File: src/rtl/uart_pkg.sv
// Shared types and default sizing for the UART receiver.
package uart_pkg;

    localparam int DEFAULT_NUMBER_OF_BITS = 8;
    localparam int DEFAULT_BAUD_DIVIDER   = 4;

    typedef enum logic [2:0] {
        IDLE  = 3'd0,
        START = 3'd1,
        DATA  = 3'd2,
        STOP  = 3'd3,
        BREAK = 3'd4
    } uart_rx_state_t;

endpackage

File: src/rtl/uart_rx_if.sv
// Receive-side bus of uart_rx: one buffered word plus error pulses.
// data_valid rises when a word is buffered and holds, with data_bits stable, until a
// cycle where data_valid && data_ready; that cycle is the transfer and valid drops after it.
interface uart_rx_if
    import uart_pkg::*;
#(
    parameter int NUMBER_OF_BITS = DEFAULT_NUMBER_OF_BITS
) ();

    logic                      data_valid;
    logic                      data_ready;
    logic [NUMBER_OF_BITS-1:0] data_bits;
    logic                      framing_error;
    logic                      overrun;

    modport master (
        output data_valid,
        output data_bits,
        output framing_error,
        output overrun,
        input  data_ready
    );

    modport slave (
        input  data_valid,
        input  data_bits,
        input  framing_error,
        input  overrun,
        output data_ready
    );

endinterface

File: src/rtl/bit_sync.sv
// Multi-flop synchronizer for a single asynchronous bit with a configurable reset value.
module bit_sync #(
    parameter int   STAGES      = 2,
    parameter logic RESET_VALUE = 1'b1
) (
    input  logic clock,
    input  logic reset,
    input  logic i_async,
    output logic o_sync
);

    logic [STAGES-1:0] r_sync;

    always_ff @(posedge clock) begin
        if (reset) begin
            r_sync <= {STAGES{RESET_VALUE}};
        end else begin
            r_sync <= {r_sync[STAGES-2:0], i_async};
        end
    end

    assign o_sync = r_sync[STAGES-1];

endmodule

File: src/rtl/uart_rx.sv
// UART receiver: oversampled start/data/stop detection feeding a one-word output buffer.
module uart_rx
    import uart_pkg::*;
#(
    parameter int NUMBER_OF_BITS = DEFAULT_NUMBER_OF_BITS,
    parameter int BAUD_DIVIDER   = DEFAULT_BAUD_DIVIDER
) (
    input  logic           clock,
    input  logic           reset,
    input  logic           rx,
    uart_rx_if.master      bus,
    output uart_rx_state_t o_state
);

    localparam int CNT_W = $clog2(BAUD_DIVIDER);
    localparam int BIT_W = $clog2(NUMBER_OF_BITS + 1);
    localparam logic [CNT_W-1:0] CNT_RELOAD = CNT_W'(BAUD_DIVIDER - 1);
    localparam logic [CNT_W-1:0] CNT_HALF   = CNT_W'(BAUD_DIVIDER / 2 - 1);
    localparam logic [BIT_W-1:0] BIT_LAST   = BIT_W'(NUMBER_OF_BITS - 1);

    uart_rx_state_t            r_state;
    uart_rx_state_t            w_state_next;
    logic [CNT_W-1:0]          r_baud_cnt;
    logic [CNT_W-1:0]          w_baud_cnt_next;
    logic [BIT_W-1:0]          r_bit_cnt;
    logic [BIT_W-1:0]          w_bit_cnt_next;
    logic [NUMBER_OF_BITS-1:0] r_shift;
    logic [NUMBER_OF_BITS-1:0] r_data_bits;
    logic                      r_data_valid;
    logic                      r_framing_error;
    logic                      r_overrun;
    logic                      w_rx_s;
    logic                      w_sample;
    logic                      w_shift;
    logic                      w_load;
    logic                      w_drop;
    logic                      w_bad_stop;
    logic                      w_handshake;

    bit_sync #(
        .STAGES      (2),
        .RESET_VALUE (1'b1)
    ) u_rx_sync (
        .clock   (clock),
        .reset   (reset),
        .i_async (rx),
        .o_sync  (w_rx_s)
    );

    assign w_sample    = (r_baud_cnt == '0);
    assign w_handshake = r_data_valid && bus.data_ready;

    always_ff @(posedge clock) begin
        if (reset) begin
            r_state    <= IDLE;
            r_baud_cnt <= '0;
            r_bit_cnt  <= '0;
        end else begin
            r_state    <= w_state_next;
            r_baud_cnt <= w_baud_cnt_next;
            r_bit_cnt  <= w_bit_cnt_next;
        end
    end

    // The first countdown after the falling edge is half a bit, putting every later sample mid-bit.
    always_comb begin
        w_state_next    = r_state;
        w_baud_cnt_next = r_baud_cnt;
        w_bit_cnt_next  = r_bit_cnt;
        w_shift         = 1'b0;
        w_load          = 1'b0;
        w_drop          = 1'b0;
        w_bad_stop      = 1'b0;
        case (r_state)
            IDLE: begin
                if (!w_rx_s) begin
                    w_state_next    = START;
                    w_baud_cnt_next = CNT_HALF;
                end
            end
            START: begin
                if (w_sample) begin
                    w_baud_cnt_next = CNT_RELOAD;
                    w_bit_cnt_next  = '0;
                    w_state_next    = w_rx_s ? IDLE : DATA;
                end else begin
                    w_baud_cnt_next = r_baud_cnt - 1'b1;
                end
            end
            DATA: begin
                if (w_sample) begin
                    w_shift         = 1'b1;
                    w_baud_cnt_next = CNT_RELOAD;
                    if (r_bit_cnt == BIT_LAST) begin
                        w_bit_cnt_next = '0;
                        w_state_next   = STOP;
                    end else begin
                        w_bit_cnt_next = r_bit_cnt + 1'b1;
                    end
                end else begin
                    w_baud_cnt_next = r_baud_cnt - 1'b1;
                end
            end
            STOP: begin
                if (w_sample) begin
                    w_baud_cnt_next = CNT_RELOAD;
                    if (w_rx_s) begin
                        w_state_next = IDLE;
                        if (!r_data_valid || bus.data_ready) begin
                            w_load = 1'b1;
                        end else begin
                            w_drop = 1'b1;
                        end
                    end else begin
                        w_bad_stop   = 1'b1;
                        w_state_next = BREAK;
                    end
                end else begin
                    w_baud_cnt_next = r_baud_cnt - 1'b1;
                end
            end
            BREAK: begin
                if (w_rx_s) begin
                    w_state_next = IDLE;
                end
            end
            default: begin
                w_state_next = IDLE;
            end
        endcase
    end

    // A load in the same cycle as a transfer keeps valid high with the new word.
    always_ff @(posedge clock) begin
        if (reset) begin
            r_shift         <= '0;
            r_data_bits     <= '0;
            r_data_valid    <= 1'b0;
            r_framing_error <= 1'b0;
            r_overrun       <= 1'b0;
        end else begin
            if (w_shift) begin
                r_shift <= {w_rx_s, r_shift[NUMBER_OF_BITS-1:1]};
            end
            if (w_load) begin
                r_data_bits  <= r_shift;
                r_data_valid <= 1'b1;
            end else if (w_handshake) begin
                r_data_valid <= 1'b0;
            end
            r_framing_error <= w_bad_stop;
            r_overrun       <= w_drop;
        end
    end

    assign bus.data_valid    = r_data_valid;
    assign bus.data_bits     = r_data_bits;
    assign bus.framing_error = r_framing_error;
    assign bus.overrun       = r_overrun;
    assign o_state           = r_state;

endmodule

File: src/flat_wrapper.sv
// flat-port wrapper written by rule: the top's interface ports become plain ports
module uart_rx_flat import uart_pkg::*;
#(
    parameter int NUMBER_OF_BITS = DEFAULT_NUMBER_OF_BITS,
    parameter int BAUD_DIVIDER   = DEFAULT_BAUD_DIVIDER
)
  (clock, reset, rx, o_state, bus_data_valid, bus_data_bits, bus_framing_error, bus_overrun, bus_data_ready);
  uart_rx_if #(.NUMBER_OF_BITS(NUMBER_OF_BITS)) bus_i ();
  input  logic clock;
  input  logic reset;
  input  logic rx;
  output uart_rx_state_t o_state;
  output wire logic [$bits(bus_i.data_valid)-1:0] bus_data_valid;
  output wire logic [$bits(bus_i.data_bits)-1:0] bus_data_bits;
  output wire logic [$bits(bus_i.framing_error)-1:0] bus_framing_error;
  output wire logic [$bits(bus_i.overrun)-1:0] bus_overrun;
  input wire logic [$bits(bus_i.data_ready)-1:0] bus_data_ready;
  assign bus_data_valid = bus_i.data_valid;
  assign bus_data_bits = bus_i.data_bits;
  assign bus_framing_error = bus_i.framing_error;
  assign bus_overrun = bus_i.overrun;
  assign bus_i.data_ready = bus_data_ready;
  uart_rx #(.NUMBER_OF_BITS(NUMBER_OF_BITS), .BAUD_DIVIDER(BAUD_DIVIDER)) u_core (.clock(clock), .reset(reset), .rx(rx), .bus(bus_i), .o_state(o_state));
endmodule
File: config.mk
export PLATFORM = sky130hd
export DESIGN_NAME = uart_rx_flat
export DESIGN_NICKNAME = d
export VERILOG_FILES = /design/src/rtl/uart_pkg.sv /design/src/rtl/uart_rx_if.sv /design/src/rtl/bit_sync.sv /design/src/rtl/uart_rx.sv /design/src/flat_wrapper.sv
export SDC_FILE = /design/constraint.sdc
export NUM_CORES = 1
export LEC_CHECK = 0
export BUFFER_PORTS_ARGS = -buffer_cell sky130_fd_sc_hd__buf_2
export CAP_MARGIN = 0
export CORE_UTILIZATION = 40
export CTS_CLUSTER_DIAMETER = 200
export DETAILED_ROUTE_END_ITERATION = 16
export GPL_ROUTABILITY_DRIVEN = 0
export GPL_TIMING_DRIVEN = 0
export PLACE_DENSITY = 0.58
export SLEW_MARGIN = 20
export SYNTH_ARGS = -nofsm -noshare
export SYNTH_HDL_FRONTEND = slang
export SYNTH_SLANG_ARGS = --single-unit
File: constraint.sdc
create_clock -name clock -period 1.3 [get_ports clock]
set_clock_uncertainty 0.05 [all_clocks]
set_input_delay 0.13 -clock clock [delete_from_list [all_inputs] [get_ports clock]]
set_output_delay 0.13 -clock clock [all_outputs]
set_load 0.005 [all_outputs]
==> metrics.yaml <==
power_density_nw_per_um2: 967
cp_slowest_cell: "dfxtp_2"
dp_slack_ns: -0.125
regToRegStartpoint: "u_core.r_baud_cnt[0]"
cts_tree: "done"
ant_nets: 0
core_um2: 3150
synthFlopType: "dfxtp_1"
netlist.area_leader.share: 0.439
insertion_delay_ns: 0.33
hold_viol: 0
cts.path.max_buffers: 2
viasPerCell: 4.90
clk_pin_slew_ns: 0.09
drive_above_1_share: 0.370
setup_violations: 18
fin_crit_ns: 1.39
wirelength_mm: 2.70
synth_area_leaders: "dfxtp_1 44%, mux2i_1 12%, nand2b_1 8.7%"
vias: 1024
fp.dieW_um: 60.5
max_stage_delay_ns: 0.35
cts_sinks: 30
cp_top_family: "flip-flops"
syn2layout_area_growth_pct: 24.5
io_buffers: 17
grt_pass1_vias: 935
synthTopCellsByCount: "30 x dfxtp_1, 19 x nand2b_1, 17 x mux2i_1"
drc: 0
fin_ws_ns: -0.0889
cp-end-kind: "flip-flop"
post-synth-top-count-cell: "dfxtp_1"
rsz0062_at_grt: "true"
cts-root-buf: "clkbuf_4"
synth_area_um2: 1370
synth-seq-area-share: 0.439
worst_slew_pin_slew_ns: 0.558
cp_data_arrival_time_ns: 1.60
hold_path.class: "in2reg"
crit_type: "reg2reg"
yosysWarningCount: 0
post-route-period-util: 1.07
max_freq_ghz: 0.720
slew_violations: 0
drv_cap: 0
synth_edf_count: 0
whs_ns: 0.0394
vdd.ir_drop.worst_mv: 0.590
crit_chain: "inv_2 > ha_4 > nand4b_4 > nor3b_2 > buf_6 > mux2i_1"
drt_iter0_drc: 66
yosysUniqueCellTypes: 34
yosysTopAreaCell: "dfxtp_1"
grt-ovfl-total: 0
syn_nets: 139
crit_buf_inv: 2
syn_avg_cell_area_um2: 10.3
rows: 20
power_mw: 1.65
slew_headroom: 0.628
ys_seq_elements: 30
cellLeakagePower_nw: 0.699
hp-start: "bus_data_ready"
grt_pass1_wl_mm: 4.37
antennaDiodeCount: 0
die_area_um2: 3660
wl_per_cell_um: 12.9
instances_no_fill: 209
start_kind: "flip-flop"
dp_hpwl_mm: 1.66
placedCellCount: 194
grt_util_all_layers: 0.169
cts_htree_levels: 2
nets: 170
cts_buffers: 5
crit_fanout: 8
startpoint: "u_core.r_baud_cnt[0]"
fp.dieH_um: 60.5
violations: "setup timing"
status: "complete, but fails checks"
finalCoreUtilization: 0.540
cp.required_ns: 1.51
async_flop_share: 0
start_util: 0.434
antenna_found_initial: 0
dr.pass1.iters: 4
grt_max_degree: 11
synthCells: 133
ios: 18
area by class of cell:
type                       count  area (um2)
timing repair buffer          24         140
fill                         318        1450
inverter                       4        15.0
clock inverter                 1        5.00
sequential                    30         614
buffer                         9        80.1
multi-input combinational     90         738
clock buffer                   7        55.1
tap                           44        55.1
per-layer routing:
layer | global-route usage | vias up | share of wire
li1 | - | 518 | -
met1 | 0.194 | 483 | 0.45
met2 | 0.279 | 15 | 0.49
met3 | 0.0640 | 8 | 0.035
met4 | 0.0812 | 0 | 0.023
met5 | 0 | - | 0
stage by stage:
stage	setup TNS [ns]	cell area, um2
floorplan	-0.0953	1390
global placement	-0.988	1530
detailed placement	-1.50	1530
CTS	-1.36	1630
global route	-2.73	1700
finish	-1.29	1700
final timing paths:
path / cells past startpoint / slack [ns] / to
hold reg to reg: 1 / 0.37 / u_core.u_rx_sync.r_sync[1]
setup reg to reg: 6 / -0.09 / u_core.bus.data_bits[2]
setup / recovery: 6 / -0.09 / u_core.bus.data_bits[2]
hold / removal: 3 / 0.04 / u_core.bus.overrun
cell families (layout without fill, tap and decap cells):
group | Yosys count | in the layout | share of synthesized area
xor+xnor | 1 | 1 | 0.00641
fa+ha+maj | 2 | 2 | 0.0183
buf+inv | 13 | 45 | 0.0640
simple gates | 54 | 54 | 0.264
mux | 17 | 17 | 0.124
compound gates | 16 | 16 | 0.0833
flops | 30 | 30 | 0.439
worst reg2reg max path: stages (launching register included):
cell and delay [ns]:
dfxtp_2 0.35, inv_2 0.06, ha_4 0.17, nand4b_4 0.13, nor3b_2 0.20, buf_6 0.18, mux2i_1 0.20
what timing repair did:
| item | in CTS | in global routing |
|---|---|---|
| cloned | 0 | 0 |
| endpoints found under the setup margin | 19 | 24 |
| hold buffers | 1 | 0 |
| endpoints found under the hold margin | 1 | 0 |
| gates resized for setup | 6 | 11 |
| pin swaps | 2 | 5 |
| setup buffers | 3 | 3 |
flip-flops by register name, summed over array words and instances (netlist names), 2 cells and up:
name,flops
u_core.bus.data_bits,8
u_core.r_shift,8
u_core.r_bit_cnt,4
u_core.o_state,3
u_core.r_baud_cnt,2
u_core.u_rx_sync.r_sync,2
report_power, final:
part	leakage [nW]	internal, mW	total (mW)	switching (mW)
combinational	0.418	0.0618	0.125	0.0636
sequential	0.246	0.924	0.932	0.00792
clock	0.0353	0.262	0.589	0.327
cells in the final DEF, fill, tap and decap left out, drive strengths merged, types with 2 or more instances in the layout:
cell / n
o21ai: 4
mux2i: 17
nand3b: 3
clkbuf: 11
a21oi: 4
inv: 4
o31ai: 2
nand2: 4
nor3: 3
or2: 4
nor2: 10
or3: 3
nand2b: 19
nor3b: 3
buf: 28
a211oi: 3
ha: 2
dfxtp: 30
Note: power is estimated with default switching activity, not from simulation.
